`config.mk`:
```
export PLATFORM = sky130hd
export DESIGN_NAME = traffic_light_controller
export DESIGN_NICKNAME = d
export VERILOG_FILES = /design/src/rtl/traffic_light_controller.sv
export SDC_FILE = /design/constraint.sdc
export NUM_CORES = 1
export LEC_CHECK = 0
export BUFFER_PORTS_ARGS = -buffer_cell sky130_fd_sc_hd__buf_2
export CAP_MARGIN = 5
export CORE_MARGIN = 3
export CORE_UTILIZATION = 38
export DETAILED_ROUTE_END_ITERATION = 8
export PLACE_DENSITY = 0.59
export SYNTH_ARGS = -nofsm -noshare
export SYNTH_HDL_FRONTEND = slang
export SYNTH_SLANG_ARGS = --single-unit
```
`constraint.sdc`:
```
create_clock -name clk -period 1.8 [get_ports clk]
set_input_delay 0 -clock clk [delete_from_list [all_inputs] [get_ports clk]]
set_output_delay 0 -clock clk [all_outputs]
set_load 0.01 [all_outputs]
```
`src/rtl/traffic_light_controller.sv`:
```
// -----------------------------------------------------------------------------
// traffic_light_controller
//
// Two-road (North-South / East-West) intersection controller with a
// pedestrian indication. A Moore FSM steps through
//     NS_GREEN -> NS_YELLOW -> RED_1 -> EW_GREEN -> EW_YELLOW -> RED_2
// and back to NS_GREEN. Each road's vehicle sensor can stretch its own green
// phase beyond GREEN_TIME, but never beyond MAX_GREEN cycles.
//
// Optional feature macro: TLC_PED_CLEARANCE_EN
//     defined   -> pedestrian_signal = 11 (flashing don't-walk) in both yellows
//     undefined -> pedestrian_signal = 00 in both yellows; 11 is never driven
//     Lamp timing is the same in both builds.
//
// Ports
//     clk               in   1  system clock, rising edge
//     reset             in   1  synchronous, active-high reset
//     sensor_ns         in   1  NS traffic waiting (level)
//     sensor_ew         in   1  EW traffic waiting (level)
//     light_ns          out  2  00 RED, 01 GREEN, 10 YELLOW
//     light_ew          out  2  same encoding as light_ns
//     pedestrian_signal out  2  00 DONT_WALK, 01 WALK with NS, 10 WALK with EW,
//                               11 FLASH (only with TLC_PED_CLEARANCE_EN)
//
// Parameters
//     GREEN_TIME   minimum green length in cycles (>=1)
//     MAX_GREEN    absolute green limit in cycles (>=GREEN_TIME)
//     YELLOW_TIME  yellow length in cycles (>=1)
//     ALL_RED_TIME all-red clearance length in cycles (>=1)
// -----------------------------------------------------------------------------
module traffic_light_controller #(
    parameter int GREEN_TIME   = 20,
    parameter int MAX_GREEN    = 40,
    parameter int YELLOW_TIME  = 5,
    parameter int ALL_RED_TIME = 2
) (
    input  logic       clk,
    input  logic       reset,
    input  logic       sensor_ns,
    input  logic       sensor_ew,
    output logic [1:0] light_ns,
    output logic [1:0] light_ew,
    output logic [1:0] pedestrian_signal
);

    // Counter must hold the longest phase terminal value. With the default
    // parameters this is $clog2(MAX_GREEN+1); the max() only matters if a
    // yellow or all-red phase were configured longer than MAX_GREEN.
    localparam int LONGEST = (MAX_GREEN > YELLOW_TIME)
                           ? ((MAX_GREEN > ALL_RED_TIME) ? MAX_GREEN : ALL_RED_TIME)
                           : ((YELLOW_TIME > ALL_RED_TIME) ? YELLOW_TIME : ALL_RED_TIME);
    localparam int CNT_W = $clog2(LONGEST + 1);

    // Terminal counts: a phase of N cycles ends on the edge where cnt == N-1.
    localparam logic [CNT_W-1:0] GREEN_LAST  = CNT_W'(GREEN_TIME - 1);
    localparam logic [CNT_W-1:0] MAX_LAST    = CNT_W'(MAX_GREEN - 1);
    localparam logic [CNT_W-1:0] YELLOW_LAST = CNT_W'(YELLOW_TIME - 1);
    localparam logic [CNT_W-1:0] RED_LAST    = CNT_W'(ALL_RED_TIME - 1);
    localparam logic [CNT_W-1:0] CNT_SAT     = {CNT_W{1'b1}};

    // Lamp codes
    localparam logic [1:0] LAMP_RED    = 2'b00;
    localparam logic [1:0] LAMP_GREEN  = 2'b01;
    localparam logic [1:0] LAMP_YELLOW = 2'b10;

    // Pedestrian codes
    localparam logic [1:0] PED_DONT_WALK = 2'b00;
    localparam logic [1:0] PED_WALK_NS   = 2'b01;
    localparam logic [1:0] PED_WALK_EW   = 2'b10;
`ifdef TLC_PED_CLEARANCE_EN
    localparam logic [1:0] PED_YELLOW    = 2'b11;
`else
    localparam logic [1:0] PED_YELLOW    = 2'b00;
`endif

    // Encodings 6 and 7 are unused; the FSM recovers from them to NS_GREEN.
    typedef enum logic [2:0] {
        NS_GREEN  = 3'd0,
        NS_YELLOW = 3'd1,
        RED_1     = 3'd2,
        EW_GREEN  = 3'd3,
        EW_YELLOW = 3'd4,
        RED_2     = 3'd5
    } state_t;

    state_t           state_r;
    state_t           state_next_s;
    logic [CNT_W-1:0] cnt_r;
    logic [CNT_W-1:0] cnt_next_s;
    logic [1:0]       light_ns_r;
    logic [1:0]       light_ew_r;
    logic [1:0]       ped_r;

    // NS lamp decode: green and yellow only in the NS phases, red otherwise.
    function automatic logic [1:0] ns_lamp(input state_t s);
        logic [1:0] code;
        case (s)
            NS_GREEN:  code = LAMP_GREEN;
            NS_YELLOW: code = LAMP_YELLOW;
            default:   code = LAMP_RED;
        endcase
        return code;
    endfunction

    // EW lamp decode: green and yellow only in the EW phases, red otherwise.
    function automatic logic [1:0] ew_lamp(input state_t s);
        logic [1:0] code;
        case (s)
            EW_GREEN:  code = LAMP_GREEN;
            EW_YELLOW: code = LAMP_YELLOW;
            default:   code = LAMP_RED;
        endcase
        return code;
    endfunction

    // Pedestrian decode: walk only alongside a green road.
    function automatic logic [1:0] ped_code(input state_t s);
        logic [1:0] code;
        case (s)
            NS_GREEN:  code = PED_WALK_NS;
            EW_GREEN:  code = PED_WALK_EW;
            NS_YELLOW: code = PED_YELLOW;
            EW_YELLOW: code = PED_YELLOW;
            default:   code = PED_DONT_WALK;
        endcase
        return code;
    endfunction

    // Next-state logic: phase sequencing with sensor-driven green extension.
    always_comb begin
        state_next_s = state_r;
        case (state_r)
            NS_GREEN: begin
                // Leave once the minimum has elapsed and nobody waits,
                // or unconditionally at the hard maximum.
                if (((cnt_r >= GREEN_LAST) && !sensor_ns) || (cnt_r == MAX_LAST)) begin
                    state_next_s = NS_YELLOW;
                end else begin
                    state_next_s = NS_GREEN;
                end
            end
            NS_YELLOW: begin
                if (cnt_r == YELLOW_LAST) begin
                    state_next_s = RED_1;
                end else begin
                    state_next_s = NS_YELLOW;
                end
            end
            RED_1: begin
                if (cnt_r == RED_LAST) begin
                    state_next_s = EW_GREEN;
                end else begin
                    state_next_s = RED_1;
                end
            end
            EW_GREEN: begin
                if (((cnt_r >= GREEN_LAST) && !sensor_ew) || (cnt_r == MAX_LAST)) begin
                    state_next_s = EW_YELLOW;
                end else begin
                    state_next_s = EW_GREEN;
                end
            end
            EW_YELLOW: begin
                if (cnt_r == YELLOW_LAST) begin
                    state_next_s = RED_2;
                end else begin
                    state_next_s = EW_YELLOW;
                end
            end
            RED_2: begin
                if (cnt_r == RED_LAST) begin
                    state_next_s = NS_GREEN;
                end else begin
                    state_next_s = RED_2;
                end
            end
            default: begin
                state_next_s = NS_GREEN;
            end
        endcase
    end

    // Phase counter: restart on any state change (including recovery from an
    // illegal encoding), otherwise count up and hold at all-ones.
    always_comb begin
        cnt_next_s = cnt_r;
        if (state_next_s != state_r) begin
            cnt_next_s = '0;
        end else if (cnt_r == CNT_SAT) begin
            cnt_next_s = cnt_r;
        end else begin
            cnt_next_s = cnt_r + CNT_W'(1);
        end
    end

    // State, counter and output registers. Outputs are decoded from the next
    // state so they are registered yet change on the same edge as the state.
    always_ff @(posedge clk) begin
        if (reset) begin
            state_r    <= NS_GREEN;
            cnt_r      <= '0;
            light_ns_r <= LAMP_GREEN;
            light_ew_r <= LAMP_RED;
            ped_r      <= PED_WALK_NS;
        end else begin
            state_r    <= state_next_s;
            cnt_r      <= cnt_next_s;
            light_ns_r <= ns_lamp(state_next_s);
            light_ew_r <= ew_lamp(state_next_s);
            ped_r      <= ped_code(state_next_s);
        end
    end

    assign light_ns          = light_ns_r;
    assign light_ew          = light_ew_r;
    assign pedestrian_signal = ped_r;

endmodule

```
Yosys cells after proc, flatten, opt, wreduce, memory -nomap -nowiden
Cells that the tools add are included.
W data, S select, Z words.

word-level totals
  bits in registers = 15
  latch bits = 0
  memory bits (writable) = 0
  ROM bits = 0
  input port bits = 4
  output and inout port bits = 6
  logic and storage cells = 39
  memories kept = 0

operators by class
  add/subtract/negate cells = 1
  multipliers = 0
  div/mod/pow operators = 0
  $lt $le $gt $ge = 1
  equality and inequality tests = 13
  shift operators = 0
  multiplexer cells = 10
  bitwise operators = 0
  reductions and logical operators = 9

operators with widths
  cell                   number
  $pmux W3 S6            1
  $eq A6 B6 Y1 const B   2
  $pmux W2 S2            3
  $eq A3 B2 Y1 const B   3
  $eq A3 B3 Y1 const B   3
  $add A6 B1 Y6 const B  1
  $eq A3 B1 Y1 const B   2
  $eq A6 B1 Y1 const B   1
  $eq A6 B3 Y1 const B   1
  $ge A6 B5 Y1 const B   1
  $logic_not A3 Y1       2
  $mux W3                2
  $mux W1                3
  $ne A3 B3 Y1           1
  $logic_and A1 B1 Y1    2
  $logic_not A1 Y1       2
  $logic_or A1 B1 Y1     2
  $mux W2                1
  $reduce_or A2 Y1       1

Depth between registers and ports, before layout
  depth after elaboration = 7
  gate-level depth with buffers = 7
  mapped depth without buffers = 7

Least setup slack after synthesis
OpenSTA, ideal clock, no wires.

  path type = reg2reg
  start point = register cnt_r[3]
  end point = register cnt_r[0]
  setup time = 0.071 ns
  data arrival time = 1.623 ns
  data required time = 1.729 ns
  slack = 0.107 ns
  stages on the path, launching flop included = 7
  buffers on the path = 1
  clock period less this slack = 1.693 ns
  cell sequence = dfxtp_1 -> buf_6 -> or3_4 -> or3_4 -> o311ai_4 -> nand4_2 -> a21oi_1

on the way
  word-level cells in the longest chain between the ends = 7
  elaborated cells on any way between the ends = 18
  classes of those cells = order compare: 1; eq/ne: 5; mux: 7; reduce/logical: 5

RTL lines
  item                                           line      source
  from (decl)                                    88        logic [CNT_W-1:0] cnt_r;
  from (signal assigned)                         207       cnt_r <= cnt_next_s;
  $ge A6 B5 Y1                                   136, 157
  $logic_and A1 B1 Y1, on equally long branches  157, 136
  $logic_or A1 B1 Y1, on equally long branches   157, 136
  $mux W3 / $mux W1 (equally long branches)      157, 136
  $pmux W3 S6                                    132       case (state_r)
  $ne A3 B3 Y1                                   187       if (state_next_s != state_r) begin
  $reduce_or A2 Y1 (no line)                     -

Parallel ways exist; a longest one is shown, timed or not.
A chain may end at the register's enable or synchronous reset.

Worst setup path after layout
  start point = register cnt_r[0]
  end point = register cnt_r[0]

The elaborated chain is that of the path after synthesis.

==> flow_summary.yaml <==
placed_design:
  dpl.hpwl_um: 1320
  place_congestion: 0.781
  io_buffers: 9
  dpl_worst_slack_ns: 0.0223
sta:
  finalClockSkew_ns: 0.00946
  setup_slack_ns: 0.0887
  worst_slew_pin_slew_ns: 0.418
  finalSetupViolations: 0
  fmax_mhz: 584
  finalMaxSlewViolations: 0
  fin_crit_ns: 1.71
  whs_ns: 0.285
  period_share_pct: 95.1
  final-hold-violation-count: 0
  slew-limit-headroom_pct: 71.8
worst_setup_path:
  r2r_slack_ns: 0.09
  reg2reg_to: "cnt_r[0]"
  crit_end: "cnt_r[0]"
  cp.required_ns: 2.02
  r2r_start: "cnt_r[0]"
  r2r_cells: 6
  worstPathMaxFanout: 6
  critPathLaunchType: "register"
  arrival_ns: 1.93
  end_kind: "register"
  path_class: "reg -> reg"
  crit_start: "cnt_r[0]"
layout:
  layout-area-overhead-vs-synth_pct: 23.6
  final_util_pct: 51.4
  nNetsFinal: 119
  antennaDiodeCount: 0
  drive_gt1_share_pct: 36.9
yosys:
  ys_types: 38
  syn_avg_cell_area_um2: 9.04
  syn_area_um2: 850
  synth_edf_count: 0
  yosysMostFrequentCell: "dfxtp_1"
  yosysWarnings: 0
  ys.flop_type: "dfxtp_1"
  ys_seq_area_share_pct: 35.3
  async_flop_share_pct: 0
  ys_ff_latch: 15
  yosysTopAreaCell: "dfxtp_1"
  syn_inst: 94
  synth_fp_nets: 101
  synth_area_leaders: "dfxtp_1 35%, a21oi_1 4.7%, ha_1 4.4%"
  synth.top_cell.area_share_pct: 35.3
  netlist_top_cells_count: "15 x dfxtp_1, 8 x a21oi_1, 7 x inv_1, 7 x nor2_1, 6 x o21ai_0"
global_routing:
  grt_overflow: 0
  antenna_found_initial: 0
  grt_max_degree: 10
  grt_usage_pct: 14.8
  grt_pass1_wl_um: 2990
  grt_pass1_vias: 674
routing:
  drc_errors: 0
  avgRoutedWirePerCell_um: 12.7
  drt-initial-drc-count: 13
  avgViaCountPerCell: 5.27
  routed_wl_um: 1750
  drt.antenna.violating_nets: 0
  drt_pass1_iterations: 4
  dr_total_vias: 727
die:
  core.rowCount: 16
  ios: 10
  die-area_um2: 2840
  initial_core_util_pct: 41.6
  die_y_um: 53.3
  fp.coreArea_um2: 2040
  fp.dieW_um: 53.3
hold_path:
  hold_path.class: "in -> reg"
  hold_depth: 4
  holdCritStartpoint: "sensor_ew"
power:
  pwr-share-seq_pct: 57.7
  power_uw: 600
  ir_drop_mv: 0.382
  p_clk_share_pct: 31.8
  cell_internal_pwr_uw: 450
  power_switching_uw: 149
  p_comb_share_pct: 10.4
  swShare_pct: 24.9
  p_leak_uw: 0.000388
  pwr_density_cell_nw_per_um2: 571
clocking:
  clk_path_buf_depth: 2
  cts_max_level: 1
  clock-root-buffer: "clkbuf_4"
  clk_latency_ns: 0.29
  post_cts_buffers: 0
  numCtsBuffers: 3
  cts.sinks: 15
  path_clk_slew_ns: 0.09
  cts_tree: "done"
flow_run:
  maxCapViolations: 0
run_status:
  outcome: "finished, final reports clean"
how the worst min path moves through the flow:
stage / end / slack [ns]
3_5_place_dp: state_r[2] / 0.27
5_1_grt: state_r[0] / 0.31
3_3_place_gp: state_r[2] / 0.27
2_1_floorplan: state_r[2] / 0.07
6_report: light_ew[1] / 0.29
4_1_cts: state_r[0] / 0.27
layout make-up:
class	count	area, um^2
multi-input combinational	69	557
tap	27	33.8
sequential	15	303
timing repair buffer	16	100
inverter	7	28.8
clock buffer	3	22.5
fill	217	992
clock inverter	1	5.00
stage by stage:
| step | instances | area, um^2 | TNS, ns |
|---|---|---|---|
| after global routing | 138 | 1050 | -0.0290 |
| final | 138 | 1050 | 0 |
| after global placement | 133 | 950 | 0 |
| after detailed placement | 133 | 950 | 0 |
| after floorplan | 94 | 850 | 0 |
| after CTS | 138 | 987 | 0 |
power by group through the flow:
stage / logic [uW] / clock network [uW] / registers, uW
after floorplan: 33.7 / 0 / 349
after global placement: 46.4 / 0 / 353
after detailed placement: 47.3 / 0 / 353
after CTS: 49.5 / 202 / 345
after global routing: 70.6 / 215 / 348
final: 62.6 / 191 / 346
metal layers:
metal	GRT usage [%]	routed length [um]	up-vias
li1	-	-	375
met1	16.5	711	337
met2	24.7	955	15
met3	5.07	82	0
met4	6.81	0	0
met5	0	0	-
timing repair:
action	CTS	global route
resized for setup	0	18
hold endpoints to repair	4	0
endpoints found under the setup margin	0	14
hold buffers	1	0
registers in the layout, indices dropped and copies added, names as in the netlist:
register,count
pedestrian_signal,2
cnt_r,6
light_ns,2
state_r,3
light_ew,2
worst max-delay path, cell delays in order (launching register included):
cell and delay, ns:
dfxtp_2 0.33, buf_4 0.14, ha_1 0.20, and3_1 0.20, o21a_1 0.20, a211o_2 0.43, a21oi_2 0.15
cell usage in the layout (no fill, tap or decap), drive strengths merged, types with 2 or more instances in the layout:
cell type / instances
dfxtp: 15
buf: 15
a21oi: 8
nor2: 7
inv: 7
o21ai: 6
nand2: 5
nand3: 4
nor3: 3
and2: 3
clkbuf: 3
ha: 3
or3: 2
nor2b: 2
a311oi: 2
o21bai: 2
mux2i: 2
xnor2: 2
cells by family after synthesis:
logic type               Yosys count  synth area share [%]
AND/OR/NAND/NOR                   33                  23.1
AO/OA/AOI/OAI                     28                  25.8
flip-flops                        15                  35.3
buffers and inverters             10                  5.89
XOR/XNOR                           3                  3.09
adder cells (fa/ha/maj)            3                  4.42
multiplexers                       2                  2.36
Power figures use the tool's default switching activity.
